File: src/rtl/operand_fetch_unit_pkg.sv
// rtl/operand_fetch_unit_pkg.sv - shared widths, types and forwarding helper for the operand fetch stage
`ifndef DATA_SIZE
`define DATA_SIZE 32
`endif
`ifndef GPR_SIZE
`define GPR_SIZE 5
`endif
`ifndef NUMBER_OF_GPRS
`define NUMBER_OF_GPRS 32
`endif

package operand_fetch_unit_pkg;

  localparam int DATA_W   = `DATA_SIZE;
  localparam int GPR_W    = `GPR_SIZE;
  localparam int NUM_GPRS = `NUMBER_OF_GPRS;

  typedef logic [GPR_W-1:0]  gpr_idx_t;
  typedef logic [DATA_W-1:0] data_t;

  // Write-back in the same cycle beats the register file, which only sees it at the edge.
  function automatic data_t forward_operand(
    input logic     wb_en,
    input gpr_idx_t wb_addr,
    input data_t    wb_value,
    input gpr_idx_t src,
    input data_t    rf_value
  );
    return (wb_en && (wb_addr == src)) ? wb_value : rf_value;
  endfunction

endpackage

File: src/rtl/operand_fetch_unit_scoreboard.sv
// rtl/operand_fetch_unit_scoreboard.sv - per-register busy vector with set/clear and effective-busy lookups
module scoreboard_unit
  import operand_fetch_unit_pkg::*;
(
  input  logic     clock,
  input  logic     reset,
  input  logic     set_i,
  input  gpr_idx_t set_addr_i,
  input  logic     clear_i,
  input  gpr_idx_t clear_addr_i,
  input  gpr_idx_t lookup0_i,
  input  gpr_idx_t lookup1_i,
  input  gpr_idx_t lookup2_i,
  output logic     busy0_o,
  output logic     busy1_o,
  output logic     busy2_o
);

  logic [NUM_GPRS-1:0] busy_q;
  logic [NUM_GPRS-1:0] busy_d;

  // Clear first so a same-cycle set of the same register wins.
  always_comb begin
    busy_d = busy_q;
    if (clear_i) busy_d[clear_addr_i] = 1'b0;
    if (set_i)   busy_d[set_addr_i]   = 1'b1;
  end

  always_ff @(posedge clock or negedge reset) begin
    if (!reset) busy_q <= '0;
    else        busy_q <= busy_d;
  end

  // A register being written back this cycle is already resolved for readers.
  assign busy0_o = busy_q[lookup0_i] && !(clear_i && (clear_addr_i == lookup0_i));
  assign busy1_o = busy_q[lookup1_i] && !(clear_i && (clear_addr_i == lookup1_i));
  assign busy2_o = busy_q[lookup2_i] && !(clear_i && (clear_addr_i == lookup2_i));

endmodule

File: src/rtl/operand_fetch_unit.sv
// rtl/operand_fetch_unit.sv - operand fetch stage: RF read, write-back forwarding, hazard stall, output slot
module operand_fetch_unit
  import operand_fetch_unit_pkg::*;
#(
  parameter int OPCODE_WIDTH = 6
) (
  input  logic                    clock,
  input  logic                    reset,
  input  logic                    in_valid,
  output logic                    in_ready,
  input  logic [OPCODE_WIDTH-1:0] in_opcode,
  input  logic [GPR_W-1:0]        in_source0,
  input  logic [GPR_W-1:0]        in_source1,
  input  logic                    in_writes,
  input  logic [GPR_W-1:0]        in_destination,
  output logic [GPR_W-1:0]        rf_read_address0,
  output logic [GPR_W-1:0]        rf_read_address1,
  input  logic [DATA_W-1:0]       rf_read_data0,
  input  logic [DATA_W-1:0]       rf_read_data1,
  input  logic                    wb_enable,
  input  logic [GPR_W-1:0]        wb_address,
  input  logic [DATA_W-1:0]       wb_data,
  output logic                    out_valid,
  input  logic                    out_ready,
  output logic [OPCODE_WIDTH-1:0] out_opcode,
  output logic [DATA_W-1:0]       out_operand0,
  output logic [DATA_W-1:0]       out_operand1,
  output logic                    out_writes,
  output logic [GPR_W-1:0]        out_destination
);

  logic                    out_valid_q,       out_valid_d;
  logic [OPCODE_WIDTH-1:0] out_opcode_q,      out_opcode_d;
  logic [DATA_W-1:0]       out_operand0_q,    out_operand0_d;
  logic [DATA_W-1:0]       out_operand1_q,    out_operand1_d;
  logic                    out_writes_q,      out_writes_d;
  logic [GPR_W-1:0]        out_destination_q, out_destination_d;

  logic  src0_busy, src1_busy, dst_busy;
  logic  hazard, slot_free, accept;
  data_t operand0, operand1;

  scoreboard_unit u_scoreboard (
    .clock        (clock),
    .reset        (reset),
    .set_i        (accept && in_writes),
    .set_addr_i   (in_destination),
    .clear_i      (wb_enable),
    .clear_addr_i (wb_address),
    .lookup0_i    (in_source0),
    .lookup1_i    (in_source1),
    .lookup2_i    (in_destination),
    .busy0_o      (src0_busy),
    .busy1_o      (src1_busy),
    .busy2_o      (dst_busy)
  );

  assign rf_read_address0 = in_source0;
  assign rf_read_address1 = in_source1;

  assign operand0 = forward_operand(wb_enable, wb_address, wb_data, in_source0, rf_read_data0);
  assign operand1 = forward_operand(wb_enable, wb_address, wb_data, in_source1, rf_read_data1);

  // Both sources are checked even when the opcode ignores them; decode does not tell us.
  assign hazard    = src0_busy || src1_busy || (in_writes && dst_busy);
  assign slot_free = !out_valid_q || out_ready;
  assign in_ready  = slot_free && !hazard;
  assign accept    = in_valid && in_ready;

  always_comb begin
    out_valid_d       = out_valid_q;
    out_opcode_d      = out_opcode_q;
    out_operand0_d    = out_operand0_q;
    out_operand1_d    = out_operand1_q;
    out_writes_d      = out_writes_q;
    out_destination_d = out_destination_q;
    if (accept) begin
      out_valid_d       = 1'b1;
      out_opcode_d      = in_opcode;
      out_operand0_d    = operand0;
      out_operand1_d    = operand1;
      out_writes_d      = in_writes;
      out_destination_d = in_destination;
    end else if (out_ready) begin
      out_valid_d = 1'b0;
    end
  end

  always_ff @(posedge clock or negedge reset) begin
    if (!reset) begin
      out_valid_q       <= 1'b0;
      out_opcode_q      <= '0;
      out_operand0_q    <= '0;
      out_operand1_q    <= '0;
      out_writes_q      <= 1'b0;
      out_destination_q <= '0;
    end else begin
      out_valid_q       <= out_valid_d;
      out_opcode_q      <= out_opcode_d;
      out_operand0_q    <= out_operand0_d;
      out_operand1_q    <= out_operand1_d;
      out_writes_q      <= out_writes_d;
      out_destination_q <= out_destination_d;
    end
  end

  assign out_valid       = out_valid_q;
  assign out_opcode      = out_opcode_q;
  assign out_operand0    = out_operand0_q;
  assign out_operand1    = out_operand1_q;
  assign out_writes      = out_writes_q;
  assign out_destination = out_destination_q;

endmodule

File: config.mk
export PLATFORM = sky130hd
export DESIGN_NAME = operand_fetch_unit
export DESIGN_NICKNAME = d
export VERILOG_FILES = /design/src/rtl/operand_fetch_unit_pkg.sv /design/src/rtl/operand_fetch_unit_scoreboard.sv /design/src/rtl/operand_fetch_unit.sv
export SDC_FILE = /design/constraint.sdc
export NUM_CORES = 1
export LEC_CHECK = 0
export BUFFER_PORTS_ARGS = -buffer_cell sky130_fd_sc_hd__buf_2
export CAP_MARGIN = 20
export CORE_ASPECT_RATIO = 0.6
export CORE_MARGIN = 5
export CORE_UTILIZATION = 46
export CTS_BUF_LIST = sky130_fd_sc_hd__clkbuf_4 sky130_fd_sc_hd__clkbuf_8 sky130_fd_sc_hd__clkbuf_16
export DETAILED_ROUTE_END_ITERATION = 8
export GPL_ROUTABILITY_DRIVEN = 0
export HOLD_SLACK_MARGIN = 0.02
export PLACE_DENSITY = 0.88
export SYNTH_ARGS = -nofsm -noshare
export SYNTH_HDL_FRONTEND = slang
export SYNTH_HIERARCHICAL = 1
export SYNTH_SLANG_ARGS = --single-unit
export TNS_END_PERCENT = 50
File: constraint.sdc
create_clock -name clock -period 2.7 [get_ports clock]
set_input_delay 0.405 -clock clock [delete_from_list [all_inputs] [get_ports clock]]
set_output_delay 0.405 -clock clock [all_outputs]
set_load 0.05 [all_outputs]
==> results by group <==
Route
  – Routed Antenna Nets: 0
  – Via count: 6,242
  – Initial DRC count: ~740
  – Vias per inst: roughly 6.0
  – Avg WL per Cell: 20.64 um
  – DRC violations left: 0
  – First-pass iteration count of the detailed router: 5
  – Post-Route WL: 21,340 um

Floorplan
  – Die area: around 0.016 mm2
  – Initial Util: 0.4678
  – Die width: roughly 160 um
  – Die Y: between 100 and 150 um
  – Core area: about 0.014 mm2
  – Row count: 33
  – I/O pin cnt: between 200 and 250

STA
  – Final period util: 1.007
  – Final Max Tran Viols: 0
  – RSZ-0062 raised after global routing: true
  – Final Hold Fails: 0
  – Slew HR: 0.3603
  – Least-Margin Pin Slew: about 0.96 ns
  – Worst Hold Slack: around 0.08 ns
  – Final setup margin: -0.01881 ns
  – Skew final: ~0.0074 ns
  – Peak Freq: ~370 MHz
  – Min Tclk post-route: 2.719 ns
  – Setup-failing EPs final: 7

Finish
  – Area growth, synth to finish: 27.88%
  – Final core utilization: 0.5982
  – Share of cells above drive strength 1: 0.3986
  – Storage element area: ~0.0027 mm2
  – Area of the multi-input gates: 0.003294 mm2
  – Layout Nets: approximately 980
  – Layout Cells excl Fill: a little over 1,000
  – Layout fillers: 1,175

Yosys
  – Distinct cells, synth: 33
  – Post-synth ARST share: 1.000
  – Register area share after synthesis: 0.4292
  – Syn_nets: 769
  – Leading cell types by count after synthesis: nand2_1 (142), dfrtp_1 (109), o211ai_1 (107)
  – Synth warn: 6
  – Synth Instances: approximately 640
  – Post-synthesis area per instance: 9.914 um2
  – Synth top area share: 0.4292
  – Top_reg_cell synth: dfrtp_1
  – Post-synthesis register bit count: between 100 and 150
  – XOR/XNOR Fraction of Synth Area: 0.03446
  – Most common cell in the netlist: nand2_1
  – Post-synthesis mux area share: 0.1045
  – Post-synth EDFFs: 0
  – Adder-Cell Fraction of Synth Area: 0
  – Compound-Gate Fraction of Synth Area: 0.2369
  – Post-synth design cell area: approximately 0.0064 mm2
  – Main combinational cell family by area after synthesis: compound AO/OA/AOI/OAI gates
  – Yosys top cell by area: dfrtp_1
  – Largest cells by area after synthesis: dfrtp_1 (43%), o211ai_1 (13%), nand2_1 (8.4%), o21ai_0 (5.4%), mux4_1 (5.0%)
  – Synth Area in Simple Gates: 0.1341

Run status
  – Status: finished with violations
  – Failing checks: negative setup slack

Pwr
  – PD cells: 783.9 mW/mm2
  – P_leak: roughly 3.8 nW
  – Worst-case vdd ir drop: ~500 uV
  – Total power: 6.370 mW

Global route
  – Initial antenna violation count: 2
  – GR Util All Layers: 0.2546
  – Overflow after GRT: 0
  – GR Layer Usage met1: 0.3634
  – GRT busiest layer: met2
  – Met3 usage: 0.07642
  – Vias in the first global route: 6,203
  – First-pass GRT wire length: ~33,000 um
  – Largest net degree at the start of global routing: 60
  – GR Layer Usage met2: 0.3870

Clock network
  – Worst-Skew Late Latency: 0.33 ns
  – CTS Buf Count: 9
  – CTS clk-pin slew, worst paths: roughly 0.070 ns
  – CTS tree: built
  – Clock Tree Buf Depth: 2
  – Htree depth: 3
  – CTS root buffer: clkbuf_16
  – Clock sink total: ~110
  – Hold Buf Count CTS: 0

Critical path
  – Crit end category: primary output
  – Arrival time of the worst setup path: approximately 2.3 ns
  – R2R setup slack: -0.02 ns
  – CP max FO: 4
  – Setup CP Type: reg -> out
  – Worst path required time: between 2 and 2.5 ns
  – Worst Setup Start Kind: flop

Placed design
  – Detail Placement HPWL: around 16,000 um
  – Dpl cells: 1,010
  – # port buffers: 215

Min path
  – Hold WC Path Type: in -> async

Run
  – Max_cap viols: 0
layer usage:
layer,up-vias,share of wire
li1,2793,-
met5,-,0.00061
met3,48,0.12
met1,3011,0.43
met4,2,0.019
met2,388,0.44
critical path: stages (launching register included):
cell and delay [ns]:
dfrtp_1 0.44, mux4_2 0.49, mux2i_1 0.21, o21bai_1 0.09, o2111a_2 0.27, nor2_4 0.13
and3_4 0.21, buf_8 0.14
registers in the layout (all words and copies together), names as in the netlist:
| signal | count |
|---|---|
| out_valid | 1 |
| out_opcode | 6 |
| out_writes | 1 |
| out_destination | 5 |
| u_scoreboard/busy_q | 32 |
| out_operand0 | 32 |
| out_operand1 | 32 |
layout by cell type (no fill, tap or decap), types with 9 or more instances in the layout:
| cell type | netlist | routed |
|---|---|---|
| buf_2 | 12 | 213 |
| nand2_1 | 142 | 141 |
| dfrtp_1 | 109 | 109 |
| o211ai_1 | 107 | 107 |
| o21ai_0 | 69 | 45 |
| buf_4 | 11 | 44 |
| o211ai_2 | 21 | 21 |
| mux2i_1 | 18 | 18 |
| xnor2_1 | 13 | 13 |
| nand3b_1 | 13 | 13 |
| o21ai_2 | 0 | 13 |
| xor2_1 | 12 | 12 |
| o21ai_1 | 0 | 11 |
| mux4_2 | 6 | 11 |
| clkbuf_16 | 0 | 10 |
| nor2_1 | 10 | 9 |
worst paths after layout:
path	from	endpoint	cells past startpoint
min	reset	out_operand1[24]	1
min reg2reg	out_opcode[2]	out_opcode[2]	2
max reg2reg	u_scoreboard/busy_q[6]	u_scoreboard/busy_q[16]	9
min in group clock	in_opcode[5]	out_opcode[5]	3
max in group asynchronous	reset	out_operand0[13]	2
max	u_scoreboard/busy_q[6]	in_ready	7
repair_timing:
action	CTS	global route
resized for setup	5	39
gates cloned	0	1
buffers inserted	4	3
pin swaps	2	15
setup endpoints to repair	10	75
kinds of logic (layout without fill, tap and decap cells):
group,count (synthesis),after routing
other,0,1
buffers and inverters,66,283
xor gates and xnor gates,25,25
AOI/OAI and AO/OA,208,208
muxes,39,39
DFF,109,109
and+or+nand+nor,194,194
stage by stage:
step | setup WS [ns] | TNS, ns | area [um2]
2_1_floorplan | -0.09726 | -0.7779 | 6384
3_3_place_gp | -0.1107 | -1.115 | 7646
3_5_place_dp | -0.2339 | -8.750 | 7646
4_1_cts | -0.01392 | -0.01392 | 8000
5_1_grt | -0.1246 | -2.039 | 8127
6_report | -0.01881 | -0.07904 | 8127
where the power goes:
part           total (mW)  switching, mW  leakage (nW)  internal, mW
Sequential           2.26          0.245          1.39          2.01
Combinational        2.76           1.99          2.23         0.762
Clock                1.36          0.603         0.151         0.754
layout make-up:
class	instances	share of cell area
multi-input cells	466	0.4054
flip-flops and latches	109	0.3356
repair buffers	268	0.1940
clock buffers	10	0.02941
well taps	175	0.02694
clock inverters	5	0.008314
diodes	1	0.0003079
Power figures use the tool's default switching activity.
